<file path="src/rtl/laneswitch_pkg.sv">
// Shared encodings and defaults for the lane-switch ownership sequencer.
// Lane indices double as the datapath switch polarity (0 routes memory to lane0).
package laneswitch_pkg;

  typedef enum logic [2:0] {
    ST_INIT   = 3'd0,
    ST_IDLE   = 3'd1,
    ST_SETTLE = 3'd2,
    ST_GRANT0 = 3'd3,
    ST_GRANT1 = 3'd4,
    ST_DRAIN  = 3'd5
  } state_t;

  localparam int DEF_DRAIN_CYCLES  = 2;
  localparam int DEF_SETTLE_CYCLES = 3;

  localparam logic LANE0 = 1'b0;
  localparam logic LANE1 = 1'b1;

  function automatic state_t grant_state(input logic lane);
    return (lane == LANE1) ? ST_GRANT1 : ST_GRANT0;
  endfunction

endpackage

</file>
<file path="src/rtl/laneswitch_ctrl_if.sv">
// Lane handshake plus datapath status bundle between the lanes/datapath and the
// ownership controller.
interface laneswitch_ctrl_if #(
  parameter int FCNT_WIDTH = 8
);
  logic                  lane0_req;
  logic                  lane1_req;
  logic                  lane0_done;
  logic                  lane1_done;
  logic                  lane0_grant;
  logic                  lane1_grant;
  logic                  switch;
  logic                  active;
  logic                  fault;
  logic                  busy;
  logic [FCNT_WIDTH-1:0] fault_count;
  logic                  proto_err;

  modport master (
    output lane0_req, lane1_req, lane0_done, lane1_done, active, fault,
    input  lane0_grant, lane1_grant, switch, busy, fault_count, proto_err
  );

  modport slave (
    input  lane0_req, lane1_req, lane0_done, lane1_done, active, fault,
    output lane0_grant, lane1_grant, switch, busy, fault_count, proto_err
  );
endinterface

</file>
<file path="src/rtl/laneswitch_rr_arb2.sv">
// Two-requester round-robin picker; on contention the lane that did not own the
// memory last wins. Purely combinational.
module laneswitch_rr_arb2
  import laneswitch_pkg::*;
(
  input  logic [1:0] i_req,
  input  logic       i_last_owner,
  output logic       o_target,
  output logic       o_valid
);

  always_comb begin
    o_valid  = |i_req;
    o_target = LANE0;
    if (i_req == 2'b11) begin
      o_target = ~i_last_owner;
    end else if (i_req[1]) begin
      o_target = LANE1;
    end
  end

endmodule

</file>
<file path="src/rtl/laneswitch_ctrl.sv">
// Ownership sequencer for a shared 2-port buffer: grants one lane at a time, drains
// memory traffic before hand-over and toggles switch only from IDLE.
module laneswitch_ctrl
  import laneswitch_pkg::*;
#(
  parameter int DRAIN_CYCLES  = DEF_DRAIN_CYCLES,
  parameter int SETTLE_CYCLES = DEF_SETTLE_CYCLES,
  parameter int FCNT_WIDTH    = 8
) (
  input logic              clk,
  input logic              reset_n,
  laneswitch_ctrl_if.slave bus
);

  localparam int SW = $clog2(SETTLE_CYCLES + 2);
  localparam int DW = $clog2(DRAIN_CYCLES + 2);

  state_t                r_state, w_state_next;
  logic [SW-1:0]         r_settle_cnt, w_settle_next;
  logic [DW-1:0]         r_drain_cnt, w_drain_next;
  logic                  r_switch, w_switch_next;
  logic                  r_target, w_target_next;
  logic                  r_last_owner, w_last_next;
  logic                  r_grant0, r_grant1, r_busy, r_proto_err;
  logic [FCNT_WIDTH-1:0] r_fault_count;
  logic                  w_perr_set;
  logic [1:0]            w_req;
  logic                  w_arb_target, w_arb_valid;

  assign w_req = {bus.lane1_req, bus.lane0_req};

  laneswitch_rr_arb2 u_arb (
    .i_req        (w_req),
    .i_last_owner (r_last_owner),
    .o_target     (w_arb_target),
    .o_valid      (w_arb_valid)
  );

  always_comb begin
    w_state_next  = r_state;
    w_settle_next = r_settle_cnt;
    w_drain_next  = r_drain_cnt;
    w_switch_next = r_switch;
    w_target_next = r_target;
    w_last_next   = r_last_owner;
    w_perr_set    = 1'b0;
    case (r_state)
      ST_INIT: begin
        if (r_settle_cnt <= SW'(1)) w_state_next = ST_IDLE;
        else                        w_settle_next = r_settle_cnt - SW'(1);
      end
      ST_IDLE: begin
        if (w_arb_valid) begin
          w_target_next = w_arb_target;
          if (w_arb_target == r_switch) begin
            w_state_next = grant_state(w_arb_target);
          end else begin
            w_switch_next = ~r_switch;
            w_settle_next = SW'(SETTLE_CYCLES);
            w_state_next  = ST_SETTLE;
          end
        end
      end
      ST_SETTLE: begin
        // A request dropped here still receives its grant once settled.
        if (r_settle_cnt <= SW'(1)) w_state_next = grant_state(r_target);
        else                        w_settle_next = r_settle_cnt - SW'(1);
      end
      ST_GRANT0: begin
        if (bus.lane0_done) begin
          w_last_next  = LANE0;
          w_drain_next = '0;
          w_state_next = ST_DRAIN;
        end
        if (bus.lane1_done) w_perr_set = 1'b1;
      end
      ST_GRANT1: begin
        if (bus.lane1_done) begin
          w_last_next  = LANE1;
          w_drain_next = '0;
          w_state_next = ST_DRAIN;
        end
        if (bus.lane0_done) w_perr_set = 1'b1;
      end
      ST_DRAIN: begin
        if (bus.active)                                  w_drain_next = '0;
        else if ((r_drain_cnt + DW'(1)) >= DW'(DRAIN_CYCLES)) w_state_next = ST_IDLE;
        else                                             w_drain_next = r_drain_cnt + DW'(1);
      end
      default: w_state_next = ST_INIT;
    endcase
    if ((r_state != ST_GRANT0) && (r_state != ST_GRANT1) &&
        (bus.lane0_done || bus.lane1_done)) begin
      w_perr_set = 1'b1;
    end
  end

  always_ff @(posedge clk) begin
    if (!reset_n) begin
      r_state       <= ST_INIT;
      r_settle_cnt  <= SW'(SETTLE_CYCLES);
      r_drain_cnt   <= '0;
      r_switch      <= LANE0;
      r_target      <= LANE0;
      r_last_owner  <= LANE1;
      r_grant0      <= 1'b0;
      r_grant1      <= 1'b0;
      r_busy        <= 1'b1;
      r_fault_count <= '0;
      r_proto_err   <= 1'b0;
    end else begin
      r_state      <= w_state_next;
      r_settle_cnt <= w_settle_next;
      r_drain_cnt  <= w_drain_next;
      r_switch     <= w_switch_next;
      r_target     <= w_target_next;
      r_last_owner <= w_last_next;
      // Outputs are registered from the next state so grants align with state.
      r_grant0     <= (w_state_next == ST_GRANT0);
      r_grant1     <= (w_state_next == ST_GRANT1);
      r_busy       <= (w_state_next != ST_IDLE);
      if (bus.fault && (r_fault_count != '1)) r_fault_count <= r_fault_count + FCNT_WIDTH'(1);
      if (w_perr_set) r_proto_err <= 1'b1;
    end
  end

  assign bus.lane0_grant = r_grant0;
  assign bus.lane1_grant = r_grant1;
  assign bus.switch      = r_switch;
  assign bus.busy        = r_busy;
  assign bus.fault_count = r_fault_count;
  assign bus.proto_err   = r_proto_err;

endmodule

</file>
<file path="src/flat_wrapper.sv">
// flat-port wrapper written by rule: the top's interface ports become plain ports
module laneswitch_ctrl_flat import laneswitch_pkg::*;
#(
  parameter int DRAIN_CYCLES  = DEF_DRAIN_CYCLES,
  parameter int SETTLE_CYCLES = DEF_SETTLE_CYCLES,
  parameter int FCNT_WIDTH    = 8
)
  (clk, reset_n, bus_lane0_req, bus_lane1_req, bus_lane0_done, bus_lane1_done, bus_active, bus_fault, bus_lane0_grant, bus_lane1_grant, bus_switch, bus_busy, bus_fault_count, bus_proto_err);
  laneswitch_ctrl_if #(.FCNT_WIDTH(FCNT_WIDTH)) bus_i ();
  input logic clk;
  input logic reset_n;
  input wire logic [$bits(bus_i.lane0_req)-1:0] bus_lane0_req;
  input wire logic [$bits(bus_i.lane1_req)-1:0] bus_lane1_req;
  input wire logic [$bits(bus_i.lane0_done)-1:0] bus_lane0_done;
  input wire logic [$bits(bus_i.lane1_done)-1:0] bus_lane1_done;
  input wire logic [$bits(bus_i.active)-1:0] bus_active;
  input wire logic [$bits(bus_i.fault)-1:0] bus_fault;
  output wire logic [$bits(bus_i.lane0_grant)-1:0] bus_lane0_grant;
  output wire logic [$bits(bus_i.lane1_grant)-1:0] bus_lane1_grant;
  output wire logic [$bits(bus_i.switch)-1:0] bus_switch;
  output wire logic [$bits(bus_i.busy)-1:0] bus_busy;
  output wire logic [$bits(bus_i.fault_count)-1:0] bus_fault_count;
  output wire logic [$bits(bus_i.proto_err)-1:0] bus_proto_err;
  assign bus_i.lane0_req = bus_lane0_req;
  assign bus_i.lane1_req = bus_lane1_req;
  assign bus_i.lane0_done = bus_lane0_done;
  assign bus_i.lane1_done = bus_lane1_done;
  assign bus_i.active = bus_active;
  assign bus_i.fault = bus_fault;
  assign bus_lane0_grant = bus_i.lane0_grant;
  assign bus_lane1_grant = bus_i.lane1_grant;
  assign bus_switch = bus_i.switch;
  assign bus_busy = bus_i.busy;
  assign bus_fault_count = bus_i.fault_count;
  assign bus_proto_err = bus_i.proto_err;
  laneswitch_ctrl #(.DRAIN_CYCLES(DRAIN_CYCLES), .SETTLE_CYCLES(SETTLE_CYCLES), .FCNT_WIDTH(FCNT_WIDTH)) u_core (.clk(clk), .reset_n(reset_n), .bus(bus_i));
endmodule
</file>
<file path="config.mk">
export PLATFORM = sky130hd
export DESIGN_NAME = laneswitch_ctrl_flat
export DESIGN_NICKNAME = d
export VERILOG_FILES = /design/src/rtl/laneswitch_pkg.sv /design/src/rtl/laneswitch_ctrl_if.sv /design/src/rtl/laneswitch_rr_arb2.sv /design/src/rtl/laneswitch_ctrl.sv /design/src/flat_wrapper.sv
export SDC_FILE = /design/constraint.sdc
export NUM_CORES = 1
export LEC_CHECK = 0
export CAP_MARGIN = 20
export CORE_MARGIN = 2
export CORE_UTILIZATION = 48
export CTS_CLUSTER_DIAMETER = 150
export DETAILED_ROUTE_END_ITERATION = 8
export PLACE_DENSITY = 0.74
export SYNTH_ARGS = -nofsm -noshare
export SYNTH_HDL_FRONTEND = slang
export SYNTH_SLANG_ARGS = --single-unit
export TNS_END_PERCENT = 20
</file>
<file path="constraint.sdc">
create_clock -name clk -period 3.4 [get_ports clk]
set_input_delay 0.68 -clock clk [delete_from_list [all_inputs] [get_ports clk]]
set_output_delay 0.68 -clock clk [all_outputs]
set_load 0.05 [all_outputs]
</file>
==> qor.yml <==
drt:
  viasPerCell: 5.74
  routed-via-count: 1039
  drtPass1Iterations: 4
  antenna_left: 0
  drt_iter0_drc: 18
  drc_errors: 0
  drt-total-wl_um: 2280
  wl_per_cell_um: 12.6
timing:
  fin_skew_ns: 0.00501
  hold_violations: 0
  final_max_slew_viol_count: 0
  tightest_slew_ns: 0.538
  fmax_mhz: 429
  slew_headroom_pct: 64.0
  hold_slack_ns: 0.488
  setup_viol: 0
  post-route-min-period_ns: 2.33
  fin_crit_sh_pct: 68.6
  rsz0062_at_grt: "false"
  tns_ns: 0
final_layout:
  antenna_cells: 0
  layout-drive-gt1-share_pct: 7.19
  fin_cells: 181
  nFillCells: 201
  final_common_cell: "dfxtp_1"
  mostFrequentLayoutCells: "23 x dfxtp_1, 20 x clkdlybuf4s50_1, 11 x nor2_1, 10 x a21oi_1, 10 x nand2_1"
  fin_nets: 165
  syn_to_final_growth_pct: 20.0
global_routing:
  grt_pass1_vias: 969
  grt_max_degree: 16
  antenna_found_initial: 0
  grt_pass1_wl_um: 3950
  grtUsageTotal_pct: 18.8
  grt.overflow.total: 0
setup_path:
  critPathMaxStageDelay_ns: 0.85
  startpoint_type: "flop"
  reg2reg_to: "u_core.bus.lane1_grant"
  worstPathCellList: "clkdlybuf4s50_1"
  cpMaxStageDelayCell: "clkdlybuf4s50_1"
  rrSetupSlack_ns: 1.74
  r2r-start: "u_core.r_state[0]"
  cp_top_family: "buffers and inverters"
  ff2ff_path_depth: 4
  critPathMaxFanout: 8
  cp_data_required_time_ns: 2.72
  worstSetupPathType: "flop to primary output"
  end_kind: "primary output"
  crit_buf_inv: 1
  crit_arrival_ns: 1.65
clocking:
  cts_resized: 0
  holdBufCountCts: 0
  h-tree-depth: 1
  cts.sinks: 23
  clk_path_buf_depth: 2
  cts_root_buf: "clkbuf_4"
  cts_tree: "yes"
  cts_setup_buffers: 0
  path_clk_slew_ns: 0.13
  numCtsBuffers: 3
  clk_latency_ns: 0.32
yosys:
  synth_cells: 133
  synthesis.nets: 144
  synth.distinct_cells: 49
  async_flop_share_pct: 0
  yosysSeqAreaShare_pct: 39.9
  synth_area_um2: 1150
  synth_edf_count: 0
  synth_flop_cell: "dfxtp_1"
  ys_warn_count: 0
  ys_ff_latch: 23
  avgSynthCellArea_um2: 8.68
placed_design:
  io_buffers: 20
  dp_hpwl_um: 1670
  dp_cells: 177
  place_congestion: 0.804
pwr:
  p_leak_nw: 0.532
  powerDensity_nw_per_um2: 525
  irDropWorstVdd_mv: 0.337
floorplanning:
  die_w_um: 53.1
  rows: 17
  design.die.area_um2: 2810
  core-area_um2: 2230
  io_pins: 21
  fp.dieH_um: 53.1
  initial_core_util_pct: 51.7
worst_hold_path:
  hold_class: "flop to flop"
  hp-start: "u_core.bus.proto_err"
  hold_end: "u_core.bus.proto_err"
  min_delay_path_depth: 1
run_status:
  status: "complete, no violations"
run:
  cap_violations: 0
==> cell families (layout without fill, tap and decap cells) <==
family                     count (synthesis)  count (layout)  synth area share, %
buffers and inverters                     11              31                 4.98
DFF                                       23              23                 39.9
and+or+nand+nor                           56              56                 27.1
adders and majority gates                  3               3                 3.25
xor gates and xnor gates                   4               4                 3.03
AOI/OAI and AO/OA                         36              36                 21.8
==> Yosys cell counts (all sizes together), types with 3 or more instances <==
master / instances / share of area [%]
buf: 3 / 2.4
and3: 3 / 1.7
dfxtp: 23 / 40
and2: 3 / 1.7
ha: 3 / 3.3
nand2: 10 / 3.3
inv: 7 / 2.3
a21oi: 10 / 4.3
o21ai: 6 / 2.6
nor2: 11 / 3.6
nor3: 5 / 2.2
nor3b: 3 / 2.4
nand3: 6 / 2.6
==> final cells by class <==
| class | instances | area, µm² | area share, % |
|---|---|---|---|
| clock buffer | 3 | 22.5 | 1.62 |
| clock inverter | 1 | 5.00 | 0.361 |
| inverter | 7 | 26.3 | 1.90 |
| multi-input combinational | 99 | 637 | 45.9 |
| sequential | 23 | 460 | 33.2 |
| tap | 28 | 35.0 | 2.53 |
| timing repair buffer | 20 | 200 | 14.4 |
==> how the worst max path moves through the flow <==
stage	startpoint	endpoint	slack (ns)	cells past startpoint
CTS	u_core.bus.fault_count[4]	bus_fault_count[4]	1.06	1
detailed placement	bus_lane0_req	u_core.bus.busy	1.02	5
global placement	bus_lane0_req	u_core.bus.busy	1.05	5
finish	u_core.bus.fault_count[4]	bus_fault_count[4]	1.07	1
floorplan	bus_lane1_req	u_core.bus.busy	1.61	4
global route	u_core.bus.fault_count[4]	bus_fault_count[4]	1.01	1
==> per-layer routing <==
metal | track usage [%] | share of wire [%]
met5 | 0 | 0
met4 | 7.69 | 1.4
met3 | 2.54 | 3.5
met2 | 32.7 | 46
met1 | 23.2 | 49
==> state kept, by name, indices dropped and copies added, names as in the netlist <==
| signal | cells |
|---|---|
| u_core.bus.proto_err | 1 |
| u_core.r_target | 1 |
| u_core.bus.switch | 1 |
| u_core.bus.fault_count | 8 |
| u_core.r_drain_cnt | 2 |
| u_core.bus.lane1_grant | 1 |
| u_core.bus.lane0_grant | 1 |
| u_core.r_last_owner | 1 |
| u_core.r_settle_cnt | 3 |
| u_core.r_state | 3 |
| u_core.bus.busy | 1 |
==> through the flow <==
step	setup slack [ns]	cell area [µm²]	util [%]	total power, mW
finish	1.07	1390	62.1	0.727
global route	1.01	1390	62.1	0.776
CTS	1.06	1390	62.1	0.731
detailed placement	1.02	1360	60.8	0.605
global placement	1.05	1360	60.8	0.597
floorplan	1.61	1150	-	0.548
==> power breakdown <==
group	leakage, nW	internal (mW)	switching (mW)
Sequential	0.187	0.306	0.0487
Combinational	0.327	0.110	0.134
Clock	0.0177	0.0441	0.0842
Total	0.532	0.461	0.267
(Power assumes the default switching activity.)
